[config.mk]
export PLATFORM = sky130hd
export DESIGN_NAME = color_shuffler
export DESIGN_NICKNAME = d
export VERILOG_FILES = /design/src/rtl/color_shuffler_pkg.sv /design/src/rtl/lfsr16.sv /design/src/rtl/color_shuffler.sv
export SDC_FILE = /design/constraint.sdc
export NUM_CORES = 1
export LEC_CHECK = 0
export CAP_MARGIN = 10
export CORE_MARGIN = 2
export CORE_UTILIZATION = 60
export CTS_CLUSTER_SIZE = 30
export DETAILED_ROUTE_END_ITERATION = 7
export PLACE_DENSITY = 0.8
export SYNTH_ARGS = -nofsm -noshare
export SYNTH_HDL_FRONTEND = slang
export SYNTH_HIERARCHICAL = 1
export SYNTH_SLANG_ARGS = --single-unit
[constraint.sdc]
create_clock -name clk -period 3.61 [get_ports clk]
set_input_delay 0.722 -clock clk [delete_from_list [all_inputs] [get_ports clk]]
set_output_delay 0.722 -clock clk [all_outputs]
set_load 0.05 [all_outputs]
[src/rtl/color_shuffler_pkg.sv]
// Shared definitions for the memory-game colour shuffler: board geometry,
// colour width and the shuffle FSM state encoding.
package color_shuffler_pkg;

  localparam int NUM_CARDS  = 16;
  localparam int CARD_IDX_W = 4;
  localparam int COLOR_W    = 3;

  typedef enum logic [2:0] {
    ST_IDLE    = 3'd0,
    ST_INIT    = 3'd1,
    ST_SHUFFLE = 3'd2,
    ST_DONE    = 3'd3,
    ST_HOLD    = 3'd4
  } state_e;

  // Unshuffled board: card k holds colour k/2, so every colour appears twice.
  function automatic logic [COLOR_W-1:0] init_color(input logic [CARD_IDX_W-1:0] k);
    return k[CARD_IDX_W-1:1];
  endfunction

endpackage

[src/rtl/lfsr16.sv]
// Free-running 16-bit Fibonacci LFSR, taps 16,14,13,11 (right-shifting form).
module lfsr16 (
  input  logic        clk,
  input  logic        rst,
  input  logic [15:0] seed,
  output logic [15:0] q
);

  logic [15:0] lfsr_q;
  logic [15:0] lfsr_d;

  always_comb begin
    lfsr_d = {lfsr_q[0] ^ lfsr_q[2] ^ lfsr_q[3] ^ lfsr_q[5], lfsr_q[15:1]};
  end

  always_ff @(posedge clk) begin
    if (rst) begin
      lfsr_q <= seed;
    end else begin
      lfsr_q <= lfsr_d;
    end
  end

  assign q = lfsr_q;

endmodule

[src/rtl/color_shuffler.sv]
// Builds a 4x4 board of colour pairs and shuffles it with a downward
// Fisher-Yates pass driven by a free-running LFSR (rejection sampling on j).
module color_shuffler
  import color_shuffler_pkg::*;
#(
  parameter logic [15:0] LFSR_SEED = 16'hACE1
) (
  input  logic                  clk,
  input  logic                  rst,
  input  logic                  compute_colors_en,
  input  logic [CARD_IDX_W-1:0] card_idx,
  output logic                  compute_done,
  output logic [COLOR_W-1:0]    card_color,
  output logic                  colors_valid,
  output state_e                dbg_state,
  output logic [15:0]           dbg_lfsr
);

  state_e                  state_q, state_d;
  logic [CARD_IDX_W-1:0]   idx_q, idx_d;
  logic                    valid_q, valid_d;
  logic [COLOR_W-1:0]      color_q, color_d;
  logic [COLOR_W-1:0]      entry_q [NUM_CARDS];
  logic [COLOR_W-1:0]      entry_d [NUM_CARDS];
  logic [15:0]             lfsr_val;
  logic [CARD_IDX_W-1:0]   j;
  logic                    done;

  lfsr16 u_lfsr (
    .clk  (clk),
    .rst  (rst),
    .seed (LFSR_SEED),
    .q    (lfsr_val)
  );

  assign j = lfsr_val[CARD_IDX_W-1:0];

  always_comb begin
    state_d = state_q;
    idx_d   = idx_q;
    valid_d = valid_q;
    entry_d = entry_q;
    done    = 1'b0;
    color_d = entry_q[card_idx];

    case (state_q)
      ST_IDLE: begin
        if (compute_colors_en) begin
          state_d = ST_INIT;
          idx_d   = '0;
          valid_d = 1'b0;
        end
      end
      ST_INIT: begin
        if (!compute_colors_en) begin
          state_d = ST_IDLE;
          valid_d = 1'b0;
        end else begin
          entry_d[idx_q] = init_color(idx_q);
          if (idx_q == CARD_IDX_W'(NUM_CARDS - 1)) begin
            state_d = ST_SHUFFLE;
            idx_d   = CARD_IDX_W'(NUM_CARDS - 1);
          end else begin
            idx_d = idx_q + 1'b1;
          end
        end
      end
      ST_SHUFFLE: begin
        if (!compute_colors_en) begin
          state_d = ST_IDLE;
          valid_d = 1'b0;
        end else if (j <= idx_q) begin
          // j == i writes the same value back, which is still a valid step.
          entry_d[idx_q] = entry_q[j];
          entry_d[j]     = entry_q[idx_q];
          if (idx_q == CARD_IDX_W'(1)) begin
            state_d = ST_DONE;
            valid_d = 1'b1;
          end else begin
            idx_d = idx_q - 1'b1;
          end
        end
      end
      ST_DONE: begin
        done    = 1'b1;
        state_d = ST_HOLD;
      end
      ST_HOLD: begin
        if (!compute_colors_en) begin
          state_d = ST_IDLE;
        end
      end
      default: begin
        state_d = ST_IDLE;
      end
    endcase
  end

  always_ff @(posedge clk) begin
    if (rst) begin
      state_q <= ST_IDLE;
      idx_q   <= '0;
      valid_q <= 1'b0;
      color_q <= '0;
      for (int k = 0; k < NUM_CARDS; k++) begin
        entry_q[k] <= '0;
      end
    end else begin
      state_q <= state_d;
      idx_q   <= idx_d;
      valid_q <= valid_d;
      color_q <= color_d;
      for (int k = 0; k < NUM_CARDS; k++) begin
        entry_q[k] <= entry_d[k];
      end
    end
  end

  assign compute_done = done;
  assign card_color   = color_q;
  assign colors_valid = valid_q;
  assign dbg_state    = state_q;
  assign dbg_lfsr     = lfsr_val;

endmodule

==> results.md, run 1 <==
- RSZ-0062 raised after global routing: false
- Static Leak: 2.14 nW
- I/O Pins: 31
- Largest net degree at the start of global routing: 44
- Post-synthesis area per instance: 8.96 um^2
- Vias in the first global route: 5134
- P_sw: 0.000638 W
- Clk root buf: clkbuf_8
- First-pass GRT wire length: 26800 um
- Antenna viol nets, final: 0
- Slew HR: 0.347
- Status: finished, final reports clean
- Drt wl/cell: 23.0 um
- Port bufs: 30
- Min-delay worst type: reg2reg
- Sink Count: 75
- Yosys warns: 6
- Routed wire length: 17100 um
- FMAX: 0.329 GHz
- Starting Density: 0.620
- Layout net count: 647
- DP Wirelength: 11900 um
- Post-CTS Hold Buffers: 0
- Setup Skew: 0.0106 ns
- Cell Rows: 34
- Sequential share of the synthesized area: 0.278
- # setup viols final: 0
- Num CTS Buffers: 9
- Gr usage total: 0.349
- CTS tree: done
- Remaining DRCs: 0
- P per Cell Area: 329 nW/um^2
- Critical Path RT: 3.86 ns
- Busiest grt layer: met2
- Slew Viols, Final: 0
- CTS max path bufs: 2
- Slew @ Worst Pin: 0.978 ns
- First-pass iteration count of the detailed router: 5
- FFs w/ async S/R, synth: 0
- Top cell type's share of synthesized area: 0.278
- Critical path type: reg2reg
- Seq cells post-synth: 75
- Worst-Skew Late Latency: 0.36 ns
- Hold Fails Final Rpt: 0
- Combinational Power Share: 0.204
- Met3 usage: 0.0965
- DR vias: 5408
- Core Footprint: 8720 um^2
- GR Layer Usage met1: 0.460
- Power Internal: 0.00133 W
- Setup tns final: 0 ns
- Die area: 9780 um^2
- Count leader, synth: dfxtp_1
- Area contributors post-synth: dfxtp_1, mux4_2, mux4_1
- Vias/cell: 7.27
- Area grow syn2layout: 11.0%
- Yosys cell types: 64
- H-tree Lvls: 3
- Clock slew at reported path FFs: 0.08 ns
- Sequential share of power: 0.441
- Post-CTS Setup Inserts: 0
- Worst VDD drop: 0.000229 V
- Worst setup EP type: register
- Number of max-cap violations: 0
- Clock period minus worst slack: 3.04 ns
- Arrival @ worst endpoint: 3.29 ns
- Die Ht: 98.9 um
- Post-synth top cells: dfxtp_1, nand2_1, nor2_1
- Worst hold margin: 0.493 ns
- Initial antenna violation count: 1
- ANT cells: 0
- Global-route met2 utilization: 0.524
- Clk network pwr share: 0.355
- Initial drt markers: 810
- EDFF count, synth: 0
- Overflow after GRT: 0
- Mapped cell area: 5410 um^2
- Layout cells sized above 1: 0.151
- Overall die width: 98.9 um
- Critical Path Start Type: register
- Prevailing post-synth register cell: dfxtp_1
- Tcrit/Tclk final: 0.843
- Switching fraction of total power: 0.323
- Crit Path Max Fanout: 19
- Post-CTS Resized: 0
- Gate Count Post-Synth: 603
- Placer Congestion: 1.03
- Largest area contributor in the netlist: dfxtp_1
## critical path: stages (launching register included)
cell and delay (ns):
dfxtp_1 0.58, inv_1 0.17, ha_1 0.34, and4_1 0.21, and2_1 0.15, a311oi_1 0.09
nor2_2 0.79, a21oi_1 0.20, a221o_1 0.39
## registers in the layout (all words and copies together), names as in the netlist
| register | flops |
|---|---|
| card_color | 3 |
| colors_valid | 1 |
| dbg_state | 3 |
| entry_q | 48 |
| idx_q | 4 |
| u_lfsr/q | 16 |
## metrics by stage
stage / worst slack (ns) / utilization / power, W / instances / cell area [um^2]
2_1_floorplan: 0.540 / - / 0.00117 / 617 / 5460
3_3_place_gp: 0.807 / 0.664 / 0.00127 / 728 / 5790
3_5_place_dp: 0.706 / 0.664 / 0.00128 / 728 / 5790
4_1_cts: 0.678 / 0.688 / 0.00197 / 744 / 6000
5_1_grt: 0.445 / 0.688 / 0.00203 / 744 / 6000
6_report: 0.566 / 0.688 / 0.00197 / 744 / 6000
## cell usage in the layout, fill, tap and decap left out, drive strengths merged, types with 16 or more instances in the layout
cell type      instances
nand2                 62
nand3                 18
a22oi                 19
conb                  16
a21oi                 38
o21ai                 38
nor2                  47
nor2b                 22
mux4                  41
buf                   21
clkdlybuf4s50         29
a31oi                 19
nor3                  29
dfxtp                 75
mux2                  16
## worst paths after layout
path | cells after the start | slack (ns) | from | to
worst max-delay path | 8 | 0.57 | idx_q[3]$_SDFFE_PP0P_ | entry_q[43]$_SDFFE_PP0P_
worst min-delay path | 1 | 0.49 | u_lfsr/q[6]$_DFF_P_ | u_lfsr/q[5]$_DFF_P_
worst max register to register | 8 | 0.57 | idx_q[3]$_SDFFE_PP0P_ | entry_q[43]$_SDFFE_PP0P_
worst min register to register | 1 | 0.49 | u_lfsr/q[6]$_DFF_P_ | u_lfsr/q[5]$_DFF_P_
## area by class of cell
class	instances	area, um^2
Clock buffer	10	138
Fill cell	667	2720
Inverter	8	30.0
Timing Repair Buffer	50	445
Clock inverter	6	72.6
Multi-Input combinational cell	487	3680
Sequential cell	75	1500
Tap cell	108	135
## logic make-up after synthesis
kind of cell    after synthesis  synth area share
simple gates                233             0.224
compound gates              164             0.195
flops                        75             0.278
mux                          61             0.224
buf+inv                      55            0.0512
fa+ha+maj                     9            0.0208
xor+xnor                      4           0.00648
other cells                   2           0.00139
## power by group through the flow
stage               sequential [W]  combinational [W]  clock [W]
floorplan                 0.000963           0.000208          0
global placement          0.000887           0.000385          0
detailed placement        0.000888           0.000393          0
CTS                       0.000870           0.000395   0.000705
global route              0.000873           0.000421   0.000738
finish                    0.000869           0.000403   0.000700
## metal layers
layer / routed length (um) / vias to the layer above / part of all wire
met4: 944 / 0 / 0.055
met2: 7600 / 457 / 0.44
met5: 0 / - / 0
met3: 2320 / 117 / 0.14
li1: - / 2347 / -
met1: 6260 / 2487 / 0.37
Power figures use the tool's default switching activity.
==> run 2: changes to the inputs <==
==> constraint.sdc (replaced) <==
create_clock -name clk -period 3.09 [get_ports clk]
set_input_delay 0.618 -clock clk [delete_from_list [all_inputs] [get_ports clk]]
set_output_delay 0.618 -clock clk [all_outputs]
set_load 0.05 [all_outputs]
==> run 2 against run 1 <==
Count of clock-buffer cells in the layout did not move. Sequential power increased by 16%. Clock skew down 0.00098 ns. Non-clock buffer count increased by 15. Sequential share of layout area decreased by 0.75 points. Cell count rose by 2.3%. Global-route usage is 3.8 points higher. Critical path depth decreased by 5. Utilization grew 2.1 points. Die area unchanged. Via count up 0.65%. Critical endpoint is now compute_done. Largest power group is now clock.
==> results.md, run 2 (synthesis gave the netlist of run 1 again) <==
- Post-CTS Hold Buffers: 0 (unchanged)
- Post-CTS Resized: 0 (unchanged)
- Critical path type: reg2out
- Overall die width: 98.9 um (unchanged)
- Clk network pwr share: 0.408 (+0.053)
- Worst Setup SP: dbg_state[1]$_SDFFE_PP0P_
- Routed wire length: 18100 um (+5.8%)
- Gr usage total: 0.387 (+0.0380)
- Setup tns final: 0 ns (unchanged)
- Number of max-cap violations: 0 (unchanged)
- Antenna viol nets, final: 0 (unchanged)
- Commonest non-fill, non-tap cell in the layout: dfxtp_1
- Arrival @ worst endpoint: 2.14 ns (-1.15 ns)
- Reg with most FFs: entry_q
- Clock period minus worst slack: 2.76 ns
- Most frequent cells in the layout: dfxtp_1, nand2_1, nor2_1
- Hold Startpoint: u_lfsr/q[10]$_DFF_P_
- Vias in the first global route: 5320 (+3.6%)
- Combinational Power Share: 0.194 (-0.010)
- Worst setup EP type: primary output
- CTS tree: done
- Tcrit/Tclk final: 0.892
- Critical Path Start Type: register
- FMAX: 0.363 GHz
- Hold Fails Final Rpt: 0 (unchanged)
- Remaining DRCs: 0 (unchanged)
- Layout net count: 662 (+2.3%)
- Worst-Skew Late Latency: 0.37 ns (about the same)
- First-pass GRT wire length: 29200 um (+8.8%)
- Switching fraction of total power: 0.296 (-0.0276)
- Clk root buf: clkbuf_8
- Final Util: 0.709 (+0.0212)
- Critical Path RT: 2.47 ns (-1.39 ns)
- # setup viols final: 0 (unchanged)
- H-tree Lvls: 3 (unchanged)
- Layout cells sized above 1: 0.169 (+0.0180)
- Overflow after GRT: 0 (unchanged)
- Num CTS Buffers: 9 (unchanged)
- P_sw: 0.000751 W (+18%)
- Reg-to-reg endpoint: entry_q[24]$_SDFFE_PP0P_
- Power Internal: 0.00179 W (+34%)
- Placed Cells: 743 (+2.1%)
- Non-Filler Instances: 761 (+2.3%)
- Placer Congestion: 1.06 (+2.4%)
- Slew @ Worst Pin: 0.735 ns (-0.243 ns)
- Slew Viols, Final: 0 (unchanged)
- Crit Path Max Fanout: 13 (-6)
- Die area: 9780 um^2 (unchanged)
- Clock slew at reported path FFs: 0.09 ns (about the same)
- Vias/cell: 7.15 (-1.6%)
- Slew HR: 0.506 (+0.159)
- DR vias: 5443 (+0.65%)
- Hold-critical path depth: 1 (unchanged)
- Reg-to-Reg Start: idx_q[0]$_SDFFE_PP0P_
- Sequential share of power: 0.398 (-0.043)
- Setup Skew: 0.00961 ns (-0.000982 ns)
- Initial antenna violation count: 0 (-1)
- Initial drt markers: 487 (-40%)
- Largest net degree at the start of global routing: 31 (-30%)
- Drt wl/cell: 23.8 um (+3.5%)
- Port bufs: 30 (unchanged)
- First-pass iteration count of the detailed router: 6 (+1)
- WHS Endpoint: u_lfsr/q[9]$_DFF_P_
- Die Ht: 98.9 um (unchanged)
- R2R depth: 7 (-1)
- Status: finished, final reports clean
- Max reg flops: 48 (unchanged)
- CTS max path bufs: 2 (unchanged)
- Min-delay worst type: reg2reg
- I/O Pins: 31 (unchanged)
- Core Footprint: 8720 um^2 (unchanged)
- Worst VDD drop: 0.000284 V (+24%)
- DP Wirelength: 12900 um (+7.7%)
- Fillers: 703 (+5.4%)
- Post-CTS Setup Inserts: 0 (unchanged)
- RSZ-0062 raised after global routing: false
- Sink Count: 75 (unchanged)
- Cell Rows: 34 (unchanged)
- Starting Density: 0.620 (unchanged)
- P per Cell Area: 411 nW/um^2 (+25%)
- Area grow syn2layout: 14.5%
- Worst R2R Setup Slack: 0.42 ns (-0.15 ns)
- Static Leak: 2.25 nW (+5.1%)
[run 2: changes by cell type in the layout (fill, tap and decap cells not counted)]
| cell | delta |
|---|---|
| buf_12 | +1 |
| clkbuf_8 | -1 |
| inv_6 | -1 |
| clkbuf_1 | +1 |
| diode_2 | +2 |
| bufinv_16 | +3 |
| clkinv_4 | -1 |
| buf_4 | +14 |
| clkinvlp_4 | -1 |
[run 2: how the worst max path moves through the flow]
stage                                          end  slack (ns)
after CTS                             compute_done        0.34
final                                 compute_done        0.33
after global routing                  compute_done        0.25
after detailed placement  entry_q[45]$_SDFFE_PP0P_        0.45
after floorplan            entry_q[5]$_SDFFE_PP0P_        0.02
after global placement    entry_q[45]$_SDFFE_PP0P_        0.50
[run 2: layout make-up]
| type | instances | area [um^2] | area share |
|---|---|---|---|
| multi-input cells | 487 | 3680 | 0.595 |
| inverters | 8 | 30.0 | 0.00485 |
| clock inverters | 6 | 138 | 0.0222 |
| clock buffers | 10 | 128 | 0.0206 |
| well taps | 108 | 135 | 0.0218 |
| flip-flops and latches | 75 | 1500 | 0.243 |
| diodes | 2 | 5.00 | 0.000809 |
| repair buffers | 65 | 571 | 0.0922 |
[run 2: critical path, stage by stage, from the launching register on]
cell             delay, ns
dfxtp_1               0.59
nor2b_1               0.23
and2_1                0.16
clkdlybuf4s50_1       0.80
[run 2: power by group through the flow]
stage	Clock [W]	Combinational, W	Sequential (W)
after CTS	0.00103	0.000479	0.00101
after floorplan	0	0.000243	0.00112
after global routing	0.00107	0.000513	0.00102
after detailed placement	0	0.000477	0.00103
after global placement	0	0.000471	0.00103
final	0.00104	0.000492	0.00101
[run 2: metrics by stage]
| stage | area, um^2 | hold slack (ns) | setup slack [ns] | total power [W] |
|---|---|---|---|---|
| finish | 6190 | 0.499 | 0.334 | 0.00254 |
| detailed placement | 5920 | 0.476 | 0.451 | 0.00151 |
| global placement | 5920 | 0.464 | 0.499 | 0.00150 |
| global route | 6180 | 0.518 | 0.251 | 0.00259 |
| floorplan | 5460 | 0.461 | 0.0196 | 0.00137 |
| CTS | 6180 | 0.496 | 0.341 | 0.00252 |
[run 2: routing by layer]
metal | share of wire | up-vias | wire (um) | track usage
met1 | 0.37 | 2587 | 6660 | 0.493
li1 | - | 2375 | - | -
met3 | 0.12 | 76 | 2240 | 0.109
met2 | 0.46 | 405 | 8410 | 0.613
met4 | 0.045 | 0 | 810 | 0.178
met5 | 0 | - | 0 | 0
